[config.mk]
export PLATFORM = sky130hd
export DESIGN_NAME = tt_proj_sel_ctrl
export DESIGN_NICKNAME = d
export VERILOG_FILES = /design/src/rtl/tt_proj_sel_ctrl.sv
export SDC_FILE = /design/constraint.sdc
export NUM_CORES = 1
export LEC_CHECK = 0
export ABC_AREA = 1
export CAP_MARGIN = 20
export CORE_MARGIN = 2
export CORE_UTILIZATION = 47
export CTS_BUF_LIST = sky130_fd_sc_hd__clkbuf_4
export CTS_CLUSTER_DIAMETER = 120
export DETAILED_ROUTE_END_ITERATION = 8
export PLACE_DENSITY = 0.83
export REMOVE_ABC_BUFFERS = 1
export SLEW_MARGIN = 0
export SYNTH_ARGS = -nofsm -noshare
export SYNTH_HDL_FRONTEND = slang
export SYNTH_SLANG_ARGS = --single-unit
[constraint.sdc]
create_clock -name clk -period 2 [get_ports clk]
set_input_delay 0.2 -clock clk [delete_from_list [all_inputs] [get_ports clk]]
set_output_delay 0.2 -clock clk [all_outputs]
set_load 0.005 [all_outputs]
[src/rtl/tt_proj_sel_ctrl.sv]
// ============================================================================
// Module  : tt_proj_sel_ctrl
// Brief   : Project-slot select controller: guard gap, timed project reset, run.
//           Optional select counter output enabled by TT_PROJ_SEL_CTRL_SWCOUNT_EN.
// Rev     : 1.0 - initial release
// ============================================================================
`default_nettype none

module tt_proj_sel_ctrl #(
  parameter int ADDR_W    = 4,
  parameter int GUARD_CYC = 2,
  parameter int RST_CYC   = 10
) (
  input  logic                   clk,
  input  logic                   rst,
  input  logic                   cmd_valid,
  output logic                   cmd_ready,
  input  logic                   cmd_off,
  input  logic [ADDR_W-1:0]      cmd_addr,
  input  logic                   ext_rst_n,
  output logic [2**ADDR_W-1:0]   proj_ena,
  output logic                   proj_rst_n,
  output logic [ADDR_W-1:0]      cur_addr,
`ifdef TT_PROJ_SEL_CTRL_SWCOUNT_EN
  output logic                   cur_valid,
  output logic [7:0]             sw_count
`else
  output logic                   cur_valid
`endif
);

  localparam int         NPROJ        = 2**ADDR_W;
  localparam logic [7:0] c_GUARD_LAST = 8'(GUARD_CYC - 1);
  localparam logic [7:0] c_RST_LAST   = 8'(RST_CYC - 1);

  typedef enum logic [1:0] {
    S_IDLE  = 2'd0,
    S_GUARD = 2'd1,
    S_RESET = 2'd2,
    S_RUN   = 2'd3
  } state_t;

  state_t              r_state;
  state_t              w_state_nxt;
  logic [7:0]          r_cnt;
  logic [7:0]          w_cnt_nxt;
  logic [ADDR_W-1:0]   r_target;
  logic [ADDR_W-1:0]   w_target_nxt;
  logic                r_off;
  logic                w_off_nxt;
  logic                w_accept;

  logic                r_cmd_ready;
  logic [NPROJ-1:0]    r_proj_ena;
  logic                r_proj_rst_n;
  logic [ADDR_W-1:0]   r_cur_addr;
  logic                r_cur_valid;

  always_comb begin
    w_state_nxt  = r_state;
    w_cnt_nxt    = r_cnt;
    w_target_nxt = r_target;
    w_off_nxt    = r_off;
    w_accept     = cmd_valid & r_cmd_ready;
    case (r_state)
      S_IDLE, S_RUN: begin
        if (w_accept) begin
          w_state_nxt  = S_GUARD;
          w_cnt_nxt    = 8'd0;
          w_target_nxt = cmd_addr;
          w_off_nxt    = cmd_off;
        end
      end
      S_GUARD: begin
        if (r_cnt == c_GUARD_LAST) begin
          w_cnt_nxt   = 8'd0;
          w_state_nxt = r_off ? S_IDLE : S_RESET;
        end else begin
          w_cnt_nxt = r_cnt + 8'd1;
        end
      end
      S_RESET: begin
        if (r_cnt == c_RST_LAST) begin
          w_cnt_nxt   = 8'd0;
          w_state_nxt = S_RUN;
        end else begin
          w_cnt_nxt = r_cnt + 8'd1;
        end
      end
      default: w_state_nxt = S_IDLE;
    endcase
  end

  // Outputs are registered from the next state so they change on the same edge as the FSM.
  always_ff @(posedge clk) begin
    if (rst) begin
      r_state      <= S_IDLE;
      r_cnt        <= 8'd0;
      r_target     <= '0;
      r_off        <= 1'b0;
      r_cmd_ready  <= 1'b0;
      r_proj_ena   <= '0;
      r_proj_rst_n <= 1'b0;
      r_cur_addr   <= '0;
      r_cur_valid  <= 1'b0;
    end else begin
      r_state      <= w_state_nxt;
      r_cnt        <= w_cnt_nxt;
      r_target     <= w_target_nxt;
      r_off        <= w_off_nxt;
      r_cmd_ready  <= (w_state_nxt == S_IDLE) || (w_state_nxt == S_RUN);
      r_proj_ena   <= ((w_state_nxt == S_RESET) || (w_state_nxt == S_RUN))
                      ? (NPROJ'(1) << w_target_nxt) : '0;
      r_proj_rst_n <= (w_state_nxt == S_RUN) ? ext_rst_n : 1'b0;
      r_cur_valid  <= (w_state_nxt == S_RUN);
      if (w_state_nxt == S_RESET) begin
        r_cur_addr <= w_target_nxt;
      end
    end
  end

`ifdef TT_PROJ_SEL_CTRL_SWCOUNT_EN
  logic [7:0] r_sw_count;

  always_ff @(posedge clk) begin
    if (rst) begin
      r_sw_count <= 8'd0;
    end else if ((r_state == S_RESET) && (w_state_nxt == S_RUN) && (r_sw_count != 8'hFF)) begin
      r_sw_count <= r_sw_count + 8'd1;
    end
  end

  assign sw_count = r_sw_count;
`endif

  assign cmd_ready  = r_cmd_ready;
  assign proj_ena   = r_proj_ena;
  assign proj_rst_n = r_proj_rst_n;
  assign cur_addr   = r_cur_addr;
  assign cur_valid  = r_cur_valid;

endmodule

`default_nettype wire

==> results.tsv <==
stage	metric	value	unit
clocking	clk_pin_slew_worst_paths	0.10	ns
critical_path	slowest_delay	0.43	ns
timing	slew_viol_final	0	
clocking	clk-insertion-delay-late	0.33	ns
synth	yosys_warnings	0	
floorplan	die_h	61.80	um
global_route	gr-total-overflow	0	
status	status	finished clean	
synth	syn-cell-area	1570	um2
power	power_frac_clock	0.283	
clocking	htree_levels	2	
route	drt_first_pass_iters	4	
power	intPower	1.199	mW
route	postRouteAntennaNets	0	
power	combPwrFrac	0.244	
timing	finalHoldViolCount	0	
min_path	holdPathEnd	r_off	
critical_path	r2r_setup_slack	0.20	ns
power	p_leak	0.8199	nW
final_layout	nets	249	
power	total_power	1.711	mW
min_path	min_path_type	in2reg	
min_path	hp-start	cmd_off	
synth	ys_top_cells_by_area	dfxtp_1 48%, nand2_1 8.6%, nor2_1 6.7%	
timing	worst_pin_slew	0.4290	ns
synth	synth.most_common_cell	dfxtp_1	
synth	synth.distinct_cells	26	
critical_path	crit_top_cell	nand2_1	
critical_path	r2r_end	cur_addr[2]	
critical_path	r2r_cells	11	
critical_path	critical_path.slowest_cell	dfxtp_1	
route	dr.first_iter.drc_count	29	
synth	synthFlopType	dfxtp_1	
critical_path	cp-start-kind	flip-flop	
global_route	grt_pass1_vias	1170	
final_layout	fin_util	0.6552	
synth	async_flop_share	0	
synth	synth-edff-count	0	
global_route	grt_pass1_wl	5.161	mm
floorplan	core_area	3128	um2
power	p_seq_frac	0.473	
synth	ys_seq_area_frac	0.4845	
power	irDropWorstVdd	0.0003740	V
global_route	gr-usage-all-layers	0.1874	
route	viasPerCell	4.881	
critical_path	cp.required	2.24	ns
synth	netlist_instances	195	
synth	ys_ff_latch	38	
timing	max-slew-margin-rel	0.7084	
clocking	cts_tree	yes	
floorplan	initial_core_util	0.5020	
critical_path	worstPathMaxFanout	8	
min_path	whs_path_depth	3	
final_layout	drive_gt1_frac	0.1197	
timing	period_minus_slack	1.804	ns
timing	timing.hold.ws	0.4599	ns
route	wire_per_inst	11.25	um
route	drc	0	
floorplan	die_w	61.80	um
floorplan	rows	20	
power	switching_share	0.2988	
critical_path	arrival	2.04	ns
final_layout	area_growth	30.52	%
clocking	cts_made_buffers	5	
timing	skew	0.008716	ns
timing	min_period_over_period	0.9019	
place	gp_congestion	0.8694	
timing	finalSetupTns	0	ns
floorplan	dieArea	3819	um2
synth	synth_top_area_share	0.4845	
route	wl	3.127	mm
route	vias	1357	
synth	synth_top_cell_by_area	dfxtp_1	
clocking	clock-sinks	38	
place	place_hpwl	2.335	mm
timing	setup_viol	0	
global_route	grt_max_degree	16	
critical_path	path_class	reg2reg	
power	power_density	834.6	nW/um2
power	power.switching	0.5112	mW
floorplan	ios	32	
global_route	antenna_found_initial	0	
synth	avgSynthCellArea	8.053	um2
clocking	cts_hold_buf	0	
flow_run	cap_violations	0	
critical_path	endpoint_kind	flip-flop	
final_layout	antenna_cells	0	
clocking	cts_max_path_buffers	2	
synth	synth_commonest_cells	38 x dfxtp_1, 36 x nand2_1, 28 x nor2_1	
timing	fmax	554.4	MHz
place	io_buffers	31	
critical_path	path_cells	ha_1 > nand2_1 > nor2_1 > nand3_1 > nand3_1 > nand2_1 > nand2_1 > nand2_4 > ha_4 > o211ai_1 > inv_1	
clocking	root_buffer	clkbuf_4	
critical_path	r2r-start	r_cnt[0]	
-- registers in the layout, indices dropped and copies added, names as in the netlist --
signal	flops
proj_rst_n	1
cur_valid	1
r_target	4
r_cnt	8
r_off	1
r_state	2
cur_addr	4
cmd_ready	1
proj_ena	16
-- cell type report --
| type | instances | area [um2] |
|---|---|---|
| clock buffer | 5 | 37.54 |
| clock inverter | 2 | 33.78 |
| fill | 257 | 1079 |
| inverter | 28 | 107.6 |
| multi-input combinational | 126 | 714.4 |
| sequential | 38 | 760.7 |
| tap | 44 | 55.05 |
| timing repair buffer | 35 | 340.3 |
-- power groups by stage --
stage               clock, mW  sequential [mW]  combinational [mW]
finish                  0.484            0.810               0.417
global route            0.524            0.814               0.469
CTS                     0.503            0.809               0.401
detailed placement          0            0.827               0.392
global placement            0            0.825               0.395
floorplan                   0            0.824               0.265
-- logic make-up (layout without fill, tap and decap cells) --
group | Yosys count | after routing | share of synthesized area
AND/OR/NAND/NOR | 95 | 95 | 0.2940
adder cells (fa/ha/maj) | 6 | 6 | 0.04781
multiplexers | 1 | 1 | 0.008763
buffers and inverters | 31 | 70 | 0.07650
XOR/XNOR | 1 | 1 | 0.005579
flip-flops | 38 | 38 | 0.4845
AO/OA/AOI/OAI | 23 | 23 | 0.08287
-- layer usage --
metal  vias to the layer above  global-route usage  part of all wire  routed length [um]
met4                         0             0.07599             0.020                  64
met2                        48              0.2902              0.46                1441
met5                         -                   0                 0                   0
li1                        693                   -                 -                   -
met1                       608              0.2410              0.45                1411
met3                         8             0.06211             0.067                 209
-- what timing repair did --
action / in CTS / in global routing
setup endpoints to repair: 0 / 4
buffers inserted: 0 / 0
resized for setup: 0 / 3
-- cell usage in the layout, fill, tap and decap left out, types with 2 or more instances in the layout --
cell              n
o21ai_0           6
nor2_2            2
clkdlybuf4s50_1  31
nor2_1           28
nand2_2           3
o211ai_1          5
clkbuf_4          5
dfxtp_1          38
buf_4             4
inv_2             3
inv_1            24
nor2_4            2
nand2_4           2
a21oi_1          10
ha_4              2
ha_1              4
nand3_1          13
nand4_1           5
nand2_1          36
-- through the flow --
step	setup WS, ns	std cells	area, um2
2_1_floorplan	0.1613	192	1558
3_3_place_gp	0.1421	271	1953
3_5_place_dp	0.07520	271	1953
4_1_cts	0.05325	278	2024
5_1_grt	-0.005129	278	2049
6_report	0.1963	278	2049
-- critical path: cells and delay by family (launching register included) --
kind            cells  cell delay (ns)
compound gates      1             0.18
fa+ha+maj           2             0.44
buf+inv             1             0.06
flops               1             0.43
simple gates        7             0.59
-- how the worst max path moves through the flow --
| stage | start | to | slack, ns |
|---|---|---|---|
| 3_3_place_gp | r_state[0] | cur_addr[3] | 0.14 |
| 4_1_cts | r_state[0] | cur_addr[2] | 0.05 |
| 6_report | r_cnt[0] | cur_addr[2] | 0.20 |
| 3_5_place_dp | r_state[0] | cur_addr[2] | 0.08 |
| 5_1_grt | r_cnt[0] | cur_addr[1] | -0.005 |
| 2_1_floorplan | r_state[0] | cur_addr[3] | 0.16 |
Note: power is estimated with default switching activity, not from simulation.
